### src/rtl/sync_fifo_thresh.sv
// Single-clock FIFO with occupancy count, almost-full/almost-empty thresholds and sticky errors.
// Define SYNC_FIFO_FWFT_EN for first-word-fall-through output; default is 1-cycle read latency.
module sync_fifo_thresh #(
   parameter int DATASIZE      = 8,
   parameter int ADDRSIZE      = 4,
   parameter int AFULL_THRESH  = 12,
   parameter int AEMPTY_THRESH = 2
) (
   input  logic                i_clk,
   input  logic                i_rst_n,
   input  logic                i_wr_en,
   input  logic [DATASIZE-1:0] i_wr_data,
   input  logic                i_rd_en,
   input  logic                i_clr_err,
   output logic [DATASIZE-1:0] o_rd_data,
   output logic                o_rd_valid,
   output logic                o_full,
   output logic                o_empty,
   output logic                o_almost_full,
   output logic                o_almost_empty,
   output logic [ADDRSIZE:0]   o_count,
   output logic                o_overflow,
   output logic                o_underflow
);

   localparam int MEM_DEPTH = 2**ADDRSIZE;
   localparam logic [ADDRSIZE:0] C_DEPTH  = (ADDRSIZE+1)'(MEM_DEPTH);
   localparam logic [ADDRSIZE:0] C_AFULL  = (ADDRSIZE+1)'(AFULL_THRESH);
   localparam logic [ADDRSIZE:0] C_AEMPTY = (ADDRSIZE+1)'(AEMPTY_THRESH);

   logic [DATASIZE-1:0] r_mem [MEM_DEPTH];
   logic [ADDRSIZE:0]   r_wr_ptr;
   logic [ADDRSIZE:0]   r_rd_ptr;
   logic [ADDRSIZE:0]   r_count;
   logic                r_full;
   logic                r_empty;
   logic                r_afull;
   logic                r_aempty;
   logic                r_ovf;
   logic                r_unf;
   logic [DATASIZE-1:0] r_rd_data;

   logic                w_wr_acc;
   logic                w_rd_acc;
   logic                w_mem_we;
   logic                w_mem_re;
   logic [ADDRSIZE:0]   w_count_nxt;

   // Acceptance depends only on registered flags, never on the opposite request.
   assign w_wr_acc    = i_wr_en & ~r_full;
   assign w_rd_acc    = i_rd_en & ~r_empty;
   assign w_count_nxt = r_count + (ADDRSIZE+1)'(w_wr_acc) - (ADDRSIZE+1)'(w_rd_acc);

`ifdef SYNC_FIFO_FWFT_EN
   logic [ADDRSIZE:0] w_mem_cnt;
   logic              w_mem_empty;
   logic              w_out_free;
   logic              w_load_wr;

   // The output register is occupied exactly when the FIFO is non-empty, so the
   // memory only holds words behind the head.
   assign w_mem_cnt   = r_wr_ptr - r_rd_ptr;
   assign w_mem_empty = (w_mem_cnt == '0);
   assign w_out_free  = r_empty | w_rd_acc;
   assign w_mem_re    = w_out_free & ~w_mem_empty;
   assign w_load_wr   = w_out_free & w_mem_empty & w_wr_acc;
   assign w_mem_we    = w_wr_acc & ~w_load_wr;

   always_ff @(posedge i_clk or negedge i_rst_n) begin
      if (!i_rst_n) begin
         r_rd_data <= '0;
      end else if (w_mem_re) begin
         r_rd_data <= r_mem[r_rd_ptr[ADDRSIZE-1:0]];
      end else if (w_load_wr) begin
         r_rd_data <= i_wr_data;
      end
   end

   assign o_rd_valid = ~r_empty;
`else
   logic r_rd_valid;

   assign w_mem_re = w_rd_acc;
   assign w_mem_we = w_wr_acc;

   always_ff @(posedge i_clk or negedge i_rst_n) begin
      if (!i_rst_n) begin
         r_rd_data  <= '0;
         r_rd_valid <= 1'b0;
      end else begin
         r_rd_valid <= w_rd_acc;
         if (w_rd_acc) begin
            r_rd_data <= r_mem[r_rd_ptr[ADDRSIZE-1:0]];
         end
      end
   end

   assign o_rd_valid = r_rd_valid;
`endif

   always_ff @(posedge i_clk) begin
      if (w_mem_we) begin
         r_mem[r_wr_ptr[ADDRSIZE-1:0]] <= i_wr_data;
      end
   end

   always_ff @(posedge i_clk or negedge i_rst_n) begin
      if (!i_rst_n) begin
         r_wr_ptr <= '0;
         r_rd_ptr <= '0;
         r_count  <= '0;
         r_full   <= 1'b0;
         r_empty  <= 1'b1;
         r_afull  <= 1'b0;
         r_aempty <= 1'b1;
      end else begin
         if (w_mem_we) begin
            r_wr_ptr <= r_wr_ptr + 1'b1;
         end
         if (w_mem_re) begin
            r_rd_ptr <= r_rd_ptr + 1'b1;
         end
         // Flags come from the next count so they line up with o_count.
         r_count  <= w_count_nxt;
         r_full   <= (w_count_nxt == C_DEPTH);
         r_empty  <= (w_count_nxt == '0);
         r_afull  <= (w_count_nxt >= C_AFULL);
         r_aempty <= (w_count_nxt <= C_AEMPTY);
      end
   end

   // A new error event takes priority over a clear in the same cycle.
   always_ff @(posedge i_clk or negedge i_rst_n) begin
      if (!i_rst_n) begin
         r_ovf <= 1'b0;
         r_unf <= 1'b0;
      end else begin
         if (i_wr_en & r_full) begin
            r_ovf <= 1'b1;
         end else if (i_clr_err) begin
            r_ovf <= 1'b0;
         end
         if (i_rd_en & r_empty) begin
            r_unf <= 1'b1;
         end else if (i_clr_err) begin
            r_unf <= 1'b0;
         end
      end
   end

   assign o_rd_data      = r_rd_data;
   assign o_full         = r_full;
   assign o_empty        = r_empty;
   assign o_almost_full  = r_afull;
   assign o_almost_empty = r_aempty;
   assign o_count        = r_count;
   assign o_overflow     = r_ovf;
   assign o_underflow    = r_unf;

endmodule

### config.mk
export PLATFORM = sky130hd
export DESIGN_NAME = sync_fifo_thresh
export DESIGN_NICKNAME = d
export VERILOG_FILES = /design/src/rtl/sync_fifo_thresh.sv
export SDC_FILE = /design/constraint.sdc
export NUM_CORES = 1
export LEC_CHECK = 0
export CORE_MARGIN = 2
export CORE_UTILIZATION = 50
export CTS_BUF_LIST = sky130_fd_sc_hd__clkbuf_4 sky130_fd_sc_hd__clkbuf_8 sky130_fd_sc_hd__clkbuf_16
export DETAILED_ROUTE_END_ITERATION = 10
export PLACE_DENSITY = 0.68
export SETUP_SLACK_MARGIN = 0.1
export SLEW_MARGIN = 25
export SYNTH_ARGS = -nofsm -noshare
export SYNTH_HDL_FRONTEND = slang
export SYNTH_SLANG_ARGS = --single-unit
### constraint.sdc
create_clock -name i_clk -period 6.9 [get_ports i_clk]
set_clock_uncertainty 0.1 [all_clocks]
set_input_delay 1.38 -clock i_clk [delete_from_list [all_inputs] [get_ports i_clk]]
set_output_delay 1.38 -clock i_clk [all_outputs]
set_load 0.01 [all_outputs]
==> impl_results.md <==
- # diodes: 0
- Vias per inst: 5.487
- Total of max-cap violations: 0
- Status: completed
- WL met2: 5603 µm
- CP max stage delay: 0.46 ns
- Post-CTS sizing: 0
- Highest metal used: met4
- Syn_nets: 384
- Worst hold path type: reg2reg
- Setup_tns: 0 ns
- Startpoint Class: primary input
- Most common cell after layout, fill and taps aside: edfxtp_1
- Critical path cell sequence: clkdlybuf4s50_1 -> nor2b_1 -> inv_1 -> ha_1 -> inv_1 -> ha_1 -> inv_1 -> fa_1 -> nor2b_1 -> o21ai_0 -> nor3b_1 -> a2111oi_0
- Worst Reg-to-Reg Cells: 11
- Drt drc: 0
- Die height: 116.5 µm
- Main combinational cell family by area after synthesis: multiplexers
- DR iter-0 viols: 253
- IO Port Bufs: 32
- Final antenna-violating net count: 0
- # IOs: 33
- Synth unique cells: 37
- Largest cells by area after synthesis: edfxtp_1 61%, dfrtp_1 10%, mux2i_1 5.1%
- Die width: 116.5 µm
- Slowest CP cell: clkdlybuf4s50_1
- Initial Util: 0.5080
- Die ar.: 13580 µm²
- Root Buffer: clkbuf_16
- Rows: 41
- Leading area contributor after synthesis: edfxtp_1
- Mean Syn Cell Area: 17.59 µm²
- RSZ-0062 raised after global routing: false
- Clock Tree Buf Depth: 2
- Post-CTS setup buffers: 0
- Worst slew pin tran: 0.9806 ns
- 1st-pass router iterations: 4
- Synth top area share: 0.6070
- P_leak: 2.623 nW
- Flip-flop and latch count after synthesis: 156
- Clock latency on the worst-skew pair: 0.42 ns
- Mapped Cells: 360
- Synth Area in Adders: 0.02292
- Cts hold-fix bufs: 0
- RR Startpoint: o_full
- Mux contribution to synthesized area: 0.1288
- Power Total: 3.284 mW
- Slew HR: 0.3462
- Crit. End Element: flop
- Pwr Density: 444.1 nW/µm²
- Dpl hpwl: 7237 µm
- Largest net degree at the start of global routing: 52
- Post-Syn Area: 6332 µm²
- WL met1: 4861 µm
- Final min period: 4.113 ns
- Number of synthesis warnings: 0
- Total gr overflow: 0
- Clk sink count: 156
- Area delta synth->final: 16.76%
- Top cell by count, worst path: inv_1
- Tot GR Track Use: 0.1877
- Core area: 12470 µm²
- CP Launch Point: i_wr_en
- Number of global-route vias before repair: 3195
- Arr. time, crit path: 4.31 ns
- Critical path destination: o_almost_empty
- H-Tree Depth: 4
- Endpoints failing setup: 0
- Critical path data required time: 7.10 ns
- Peak VDD IR: 0.0002404 V
- Final slew viol count: 0
- Commonest non-fill, non-tap cells in the layout: 128 x edfxtp_1, 32 x mux2i_1, 32 x clkdlybuf4s50_1
- Period utilisation layout: 0.5960
- Register-to-register setup slack: 3.81 ns
- Post-Synth Simple-Gate Area: 0.05098
- Via count: 3199
- Metal3 WL: 906 µm
- Post-synthesis xor/xnor area fraction: 0.01521
- Fmax achieved: 0.2432 GHz
- Reg clk slew, reported paths: 0.06 ns
- CP max FO: 8
- Initial antenna violation count: 0
- CTS tree: yes
- CTS buffer count: 17
- WS Path Type: in2reg
- Final WL: 11660 µm
- Synth Area in Compound Gates: 0.04051
- Placer Congestion: 0.8151
- Final Hold Viols: 0
- Sequential element share of the synthesized area: 0.7180
- WL/cell: 20.01 µm
- FF-to-FF End: o_almost_empty
- Layout cells sized above 1: 0.1460
- First-pass GRT wire length: 17820 µm
- Fin nets: 422
[metrics by stage]
stage	hold slack [ns]	util	instance area, µm²	cells	setup slack [ns]
CTS	0.3904	0.5931	7393	583	2.780
global route	0.4147	0.5931	7393	583	2.420
floorplan	0.3583	-	6332	360	3.079
detailed placement	0.3783	0.5448	6792	551	2.283
finish	0.3957	0.5931	7393	583	2.787
global placement	0.3743	0.5448	6792	551	2.466
[sequential cells by signal, indices dropped and copies added, names as in the netlist, 4 cells and up]
register and count:
r_rd_ptr 4, r_wr_ptr 4, r_mem 128, o_count 5
o_rd_data 8
[layer usage]
| layer | GRT usage | vias up |
|---|---|---|
| met1 | 0.2516 | 1590 |
| met4 | 0.08627 | 0 |
| met5 | 0 | - |
| li1 | - | 1477 |
| met3 | 0.05138 | 18 |
| met2 | 0.2899 | 114 |
[cell type report]
type / instances / area (µm²)
Clock inverter: 11 / 146.4
Sequential cell: 156 / 4548
Timing Repair Buffer: 35 / 342.8
Fill cell: 888 / 5072
Inverter: 13 / 48.80
Multi-Input combinational cell: 175 / 1637
Tap cell: 172 / 215.2
Clock buffer: 21 / 455.4
[where the power goes]
part           switching (mW)  internal, mW  total, mW
clock network           0.346         0.583      0.929
logic                   0.543         0.497       1.04
registers               0.122          1.19       1.31
total                    1.01          2.27       3.28
[cells by family after synthesis]
group,after synthesis
compound gates,36
flops,156
fa+ha+maj,11
mux,57
simple gates,60
xor+xnor,11
buf+inv,29
[Yosys cell counts]
cell type / instances
nor3b_1: 3
o21ai_0: 4
o22ai_2: 5
mux4_2: 7
buf_6: 2
nor2_1: 10
inv_1: 13
o2bb2ai_1: 1
a21oi_1: 3
mux2_2: 9
xor2_1: 4
mux4_1: 9
clkbuf_1: 3
a2111oi_0: 1
nand4_1: 2
ha_1: 10
dfstp_2: 2
a211oi_1: 1
a21o_1: 1
and3_1: 2
or2_2: 1
xnor2_1: 7
buf_12: 1
and2_1: 16
mux2i_1: 32
nor3_1: 9
nor2b_1: 3
fa_1: 1
dfrtp_1: 26
a21boi_0: 1
buf_2: 7
nand2b_1: 4
edfxtp_1: 128
nand2_1: 8
buf_1: 3
nor4_1: 2
o22ai_1: 19
[worst min-delay path by stage]
stage                      startpoint  slack [ns]          end  cells after the start
after detailed placement  r_rd_ptr[3]        0.38  r_rd_ptr[3]                      1
final                     r_rd_ptr[3]        0.40  r_rd_ptr[3]                      1
after CTS                 r_rd_ptr[3]        0.39  r_rd_ptr[3]                      1
after global routing      r_rd_ptr[3]        0.41  r_rd_ptr[3]                      1
after floorplan           r_rd_ptr[3]        0.36  r_rd_ptr[3]                      1
after global placement    r_rd_ptr[3]        0.37  r_rd_ptr[3]                      1
[critical path, delay by kind of cell]
kind / cells / cell delay (ns)
AO/OA/AOI/OAI: 2 / 0.51
adder cells (fa/ha/maj): 3 / 0.89
buffers and inverters: 4 / 0.72
AND/OR/NAND/NOR: 3 / 0.79
Power figures use the tool's default switching activity.
